## config.mk

```make
export PLATFORM = sky130hd
export DESIGN_NAME = fp_mul_arbiter
export DESIGN_NICKNAME = d
export VERILOG_FILES = /design/src/rtl/fp_mul_arbiter.sv
export SDC_FILE = /design/constraint.sdc
export NUM_CORES = 1
export LEC_CHECK = 0
export BUFFER_PORTS_ARGS = -buffer_cell sky130_fd_sc_hd__buf_2
export CAP_MARGIN = 10
export CORE_AREA = 2 2 154 156
export CTS_CLUSTER_SIZE = 14
export DETAILED_ROUTE_END_ITERATION = 12
export DIE_AREA = 0 0 156 158
export PLACE_DENSITY = 0.84
export SLEW_MARGIN = 10
export SYNTH_ARGS = -nofsm -noshare
export SYNTH_HDL_FRONTEND = slang
export SYNTH_SLANG_ARGS = --single-unit
```

## constraint.sdc

```tcl
create_clock -name clk -period 4.85 [get_ports clk]
set_input_delay 0.7275 -clock clk [delete_from_list [all_inputs] [get_ports clk]]
set_output_delay 0.7275 -clock clk [all_outputs]
set_load 0.1 [all_outputs]
```

## src/rtl/fp_mul_arbiter.sv

```systemverilog
// fp_mul_arbiter: shares one fixed-latency pipelined FP32 multiplier among
// N_REQ requesters. Round-robin issue, requester-ID tag pipeline, in-order
// first-word-fall-through response FIFO, and credit flow control so that the
// FIFO can never overflow.
// Optional build macro FPMUL_ARB_STATS_EN adds per-requester issue counters
// (issue_cnt) and a credit-stall counter (stall_cnt).
module fp_mul_arbiter #(
    parameter int N_REQ      = 4,
    parameter int MUL_LAT    = 3,
    parameter int FIFO_DEPTH = 4,
    parameter int ID_W       = 2
) (
    input  logic                  clk,
    input  logic                  rst_n,
    input  logic [N_REQ-1:0]      req_valid,
    output logic [N_REQ-1:0]      req_ready,
    input  logic [32*N_REQ-1:0]   req_a,
    input  logic [32*N_REQ-1:0]   req_b,
    output logic [31:0]           mul_a,
    output logic [31:0]           mul_b,
    input  logic [31:0]           mul_res,
    output logic                  resp_valid,
    input  logic                  resp_ready,
    output logic [ID_W-1:0]       resp_id,
    output logic [31:0]           resp_data
`ifdef FPMUL_ARB_STATS_EN
    ,
    output logic [32*N_REQ-1:0]   issue_cnt,
    output logic [31:0]           stall_cnt
`endif
);

    localparam int AW = $clog2(FIFO_DEPTH);
    localparam int IW = $clog2(FIFO_DEPTH + 1);
    localparam logic [ID_W:0] N_W     = (ID_W+1)'(N_REQ);
    localparam logic [IW:0]   DEPTH_U = (IW+1)'(FIFO_DEPTH);
    localparam logic [AW:0]   DEPTH_C = (AW+1)'(FIFO_DEPTH);

    logic [ID_W-1:0] rr_ptr;
    logic [IW-1:0]   inflight;
    logic [AW:0]     fifo_count;
    logic [AW-1:0]   wr_ptr;
    logic [AW-1:0]   rd_ptr;
    logic [ID_W+31:0] fifo_mem [FIFO_DEPTH];

    // Tag stage k holds the issue from k edges ago; stage MUL_LAT is
    // therefore valid in the same cycle the matching product sits on mul_res.
    logic            tag_v  [0:MUL_LAT];
    logic [ID_W-1:0] tag_id [0:MUL_LAT];

    logic            found;
    logic [ID_W-1:0] grant_idx;
    logic [ID_W:0]   cand;
    logic [ID_W:0]   nxt_ptr;
    logic [IW:0]     used;
    logic            can_issue;
    logic            issue;
    logic            push;
    logic            pop;

    // Credits come from registered state only, so resp_ready never reaches req_ready.
    always_comb begin
        used      = (IW+1)'(inflight) + (IW+1)'(fifo_count);
        can_issue = (used < DEPTH_U);
    end

    // Round-robin search starting at rr_ptr, wrapping at N_REQ.
    always_comb begin
        found     = 1'b0;
        grant_idx = '0;
        cand      = '0;
        for (int k = 0; k < N_REQ; k++) begin
            cand = {1'b0, rr_ptr} + (ID_W+1)'(k);
            if (cand >= N_W) cand = cand - N_W;
            if (!found && req_valid[cand[ID_W-1:0]]) begin
                found     = 1'b1;
                grant_idx = cand[ID_W-1:0];
            end
        end
    end

    // Grant decode; held at zero while reset is asserted.
    always_comb begin
        issue     = rst_n & can_issue & found;
        req_ready = '0;
        if (issue) req_ready[grant_idx] = 1'b1;
        nxt_ptr = {1'b0, grant_idx} + (ID_W+1)'(1);
        if (nxt_ptr >= N_W) nxt_ptr = '0;
    end

    // FIFO status and fall-through head presentation (zero when empty).
    always_comb begin
        push       = tag_v[MUL_LAT];
        resp_valid = (fifo_count != '0);
        pop        = resp_valid & resp_ready;
        resp_id    = '0;
        resp_data  = '0;
        if (resp_valid) begin
            resp_id   = fifo_mem[rd_ptr][ID_W+31:32];
            resp_data = fifo_mem[rd_ptr][31:0];
        end
    end

    // Operand register and round-robin pointer advance on issue.
    always_ff @(posedge clk or negedge rst_n) begin
        if (!rst_n) begin
            mul_a  <= '0;
            mul_b  <= '0;
            rr_ptr <= '0;
        end else if (issue) begin
            mul_a  <= req_a[{grant_idx, 5'd0} +: 32];
            mul_b  <= req_b[{grant_idx, 5'd0} +: 32];
            rr_ptr <= nxt_ptr[ID_W-1:0];
        end
    end

    // Tag pipeline shadows the multiplier so each product keeps its ID.
    always_ff @(posedge clk or negedge rst_n) begin
        if (!rst_n) begin
            for (int s = 0; s <= MUL_LAT; s++) begin
                tag_v[s]  <= 1'b0;
                tag_id[s] <= '0;
            end
        end else begin
            tag_v[0]  <= issue;
            tag_id[0] <= grant_idx;
            for (int s = 1; s <= MUL_LAT; s++) begin
                tag_v[s]  <= tag_v[s-1];
                tag_id[s] <= tag_id[s-1];
            end
        end
    end

    // In-flight count: up on issue, down when the product lands in the FIFO.
    always_ff @(posedge clk or negedge rst_n) begin
        if (!rst_n) begin
            inflight <= '0;
        end else begin
            case ({issue, push})
                2'b10:   inflight <= inflight + IW'(1);
                2'b01:   inflight <= inflight - IW'(1);
                default: inflight <= inflight;
            endcase
        end
    end

    // FIFO pointers and occupancy; push and pop may coincide at any level.
    always_ff @(posedge clk or negedge rst_n) begin
        if (!rst_n) begin
            wr_ptr     <= '0;
            rd_ptr     <= '0;
            fifo_count <= '0;
        end else begin
            if (push) wr_ptr <= wr_ptr + AW'(1);
            if (pop)  rd_ptr <= rd_ptr + AW'(1);
            case ({push, pop})
                2'b10:   fifo_count <= fifo_count + (AW+1)'(1);
                2'b01:   fifo_count <= fifo_count - (AW+1)'(1);
                default: fifo_count <= fifo_count;
            endcase
        end
    end

    // FIFO storage; contents need no reset because occupancy gates the head.
    always_ff @(posedge clk) begin
        if (push) fifo_mem[wr_ptr] <= {tag_id[MUL_LAT], mul_res};
    end

    // Credits make this unreachable; it guards against a broken credit path.
    assert property (@(posedge clk) disable iff (!rst_n)
                     !(push && !pop && fifo_count == DEPTH_C));

`ifdef FPMUL_ARB_STATS_EN
    // Per-requester issue counters and credit-stall counter.
    always_ff @(posedge clk or negedge rst_n) begin
        if (!rst_n) begin
            issue_cnt <= '0;
            stall_cnt <= '0;
        end else begin
            for (int i = 0; i < N_REQ; i++) begin
                if (issue && grant_idx == ID_W'(i))
                    issue_cnt[32*i +: 32] <= issue_cnt[32*i +: 32] + 32'd1;
            end
            if ((|req_valid) && !issue && !can_issue)
                stall_cnt <= stall_cnt + 32'd1;
        end
    end
`endif

endmodule

```

==> results.txt <==
Top_reg_cell synth = edfxtp_1
Yosys reg bits = 224
Crit path cell chain = buf_4 > mux4_2 > and2_1 > buf_2
HPWL Detailed = 20,140 microns
Dpl cells = 1,318
Buf+Inv Stages, Crit Path = 2
Inserted Clock Buffers = 24
Buffers on Ports = 397
Reg2reg setup slack = 2.09 ns
Cell variety after synth = 40
Adder-cell share of the synthesized area = 1.845%
Global Route Usage Sum = 21.62%
Largest net degree at the start of global routing = 68
Synth Area in XOR/XNOR = 0.7647%
Post-synth EDFFs = 136
Num rows = 56
Slowest stage delay, CP = 0.93 ns
DRT iter0 DRCs = 463
Worst-Skew Late Latency = 0.51 ns
Reg-to-reg critical path endpoint = mul_a[3]$_DFFE_PN0P_
R2R cell count = 9
Largest family of logic cells by synthesized area = multiplexers
Non-Filler Instances = 1,367
Routability congestion estimate = 0.8955
Share of cells above drive strength 1 = 45.06%
Die ar. = 24,650 sq um
CP Launch Type = flip-flop
Clk root buf = clkbuf_16
Vias = 7,293
Ys Warns = 0
Post-synthesis sequential area ratio = 60.98%
Die Height = 158 microns
GRT overflow = 0
Max cap viols = 0
Mean number of vias per cell = 5.335
Final-report setup violation count = 0
Actual slew at the worst max-slew pin = 0.9780 ns
Largest area contributor in the netlist = edfxtp_1
Synthesized Nets = 979
P&R area growth vs syn = 27.95%
TNS Setup = 0 ns
Fmax = 280.0 MHz
Layout Nets = 1,363
Mux share of post-synthesis cell area = 20.21%
Crit end category = output pin
Fill cells = 1,854
Hold WC Path Type = in -> async
Slowest stage cell, crit path = dfrtp_2
Antenna violations before repair = 3
H-tree levels = 1
Post-CTS Resized = 0
Post-CTS setup buffers = 0
Worst hold slack = 0.1857 ns
First-pass GRT wire length = 40,590 microns
Worst-path fanout max = 26
DR WL/cell = 20.30 microns
CTS tree = built
Max Slew Vio Count = 0
Max clock buf depth = 3
Drc violations = 0
Count of final hold-check violations = 0
Async S/R FF share, synth = 39.29%
RSZ-0062 raised after global routing = false
Synth Area in Compound Gates = 6.117%
Die width = 156 microns
Max_slew headroom = 34.80%
Synthesized area = 10,310 sq um
Clock skew = 0.01128 ns
Top cells by count, synth = edfxtp_1 (136), mux2i_1 (129), dfrtp_1 (88)
DRT Wirelength = 27,750 microns
CP Data Arrival Time = 2.84 ns
Vias in the first global route = 7,309
Io pins = 398
Crit-path leading delay family = flip-flops
TritonRoute pass-1 iters = 5
Crit Path Category = reg -> out
Post-route ant nets = 0
Post-synth top area share = 39.62%
Clock sinks = 224
Synth Instances = 670
Avg Cell Area, Syn = 15.39 sq um
Crit Reg-Reg Startpoint = rr_ptr[1]$_DFFE_PN0P_
WP data required = 4.12 ns
Final min period = 3.571 ns
Hold_buf cts = 0
Core area = 23,050 sq um
Post-Synth Simple-Gate Area = 6.202%
Final period util = 73.63%
Starting Density = 44.72%
Worst setup path startpoint = rd_ptr[0]$_DFFE_PN0N_
Most common cell in the netlist = edfxtp_1
Top post-synthesis cells by area = edfxtp_1 (40%), dfrtp_1 (21%), mux2i_1 (13%)
Status = complete, no violations
CTS clk-pin slew, worst paths = 0.06 ns
[sequential cells by signal, indices dropped and copies added (netlist names)]
signal	count
tag_id	8
rr_ptr	2
mul_b	32
mul_a	32
rd_ptr	2
tag_v	3
wr_ptr	2
inflight	3
push	1
fifo_mem	136
fifo_count	3
[how the worst max path moves through the flow]
stage                                end  slack, ns  cells past startpoint
global route               resp_data[27]       1.07                      4
CTS                        resp_data[27]       1.20                      4
floorplan                  resp_data[23]       1.60                      4
finish                     resp_data[27]       1.28                      4
global placement           resp_data[26]       1.83                      4
detailed placement  mul_a[3]$_DFFE_PN0P_       1.73                     10
[layout make-up]
type / count / area [sq um] / area share, %
Sequential cell: 224 / 6287 / 47.67
Multi-Input combinational cell: 389 / 3627 / 27.50
Timing Repair Buffer: 403 / 2107 / 15.97
Clock buffer: 35 / 661.9 / 5.018
Tap cell: 290 / 362.8 / 2.751
Clock inverter: 9 / 81.33 / 0.6166
Inverter: 12 / 50.05 / 0.3794
Antenna cell: 5 / 12.51 / 0.09486
[stage by stage]
step / cell area, sq um / setup WS, ns / utilization, %
5_1_grt: 13190 / 1.071 / 57.20
3_3_place_gp: 12430 / 1.832 / 53.94
4_1_cts: 13180 / 1.203 / 57.16
2_1_floorplan: 10310 / 1.596 / -
6_report: 13190 / 1.279 / 57.22
3_5_place_dp: 12430 / 1.730 / 53.94
[metal layers]
layer / part of all wire (%) / wire length (microns) / GRT usage [%] / vias to the layer above
li1: - / - / - / 3366
met1: 37 / 10280 / 25.85 / 3551
met5: 0 / 0 / 0 / -
met3: 9.1 / 2531 / 6.324 / 37
met2: 52 / 14480 / 38.62 / 339
met4: 1.7 / 460 / 5.242 / 0
[placed cells by master (no fill, tap or decap), drive strengths merged]
cell / n
and2: 44
nor2b: 2
bufinv: 1
buf: 403
edfxtp: 136
nand3: 3
a21o: 1
clkbuf: 35
nor3: 1
o31ai: 1
o31a: 1
o21ai: 3
xor2: 5
dfrtp: 88
a221o: 1
nand2: 72
o221ai: 64
or4: 1
fa: 2
diode: 5
or3: 1
a21oi: 2
nor4b: 1
mux4: 34
clkinv: 7
inv: 13
xnor2: 4
mux2: 2
mux2i: 129
ha: 12
nand2b: 1
nor2: 2
[cells by family (layout without fill, tap and decap cells)]
| family | count (synthesis) | in the layout |
|---|---|---|
| other | 0 | 5 |
| flip-flops | 224 | 224 |
| buffers and inverters | 57 | 459 |
| AO/OA/AOI/OAI | 73 | 73 |
| AND/OR/NAND/NOR | 128 | 128 |
| adder cells (fa/ha/maj) | 14 | 14 |
| multiplexers | 165 | 165 |
| XOR/XNOR | 9 | 9 |
Power is not shown: default switching activity piles up to over one toggle a cycle in this logic, so the estimate is an artifact.
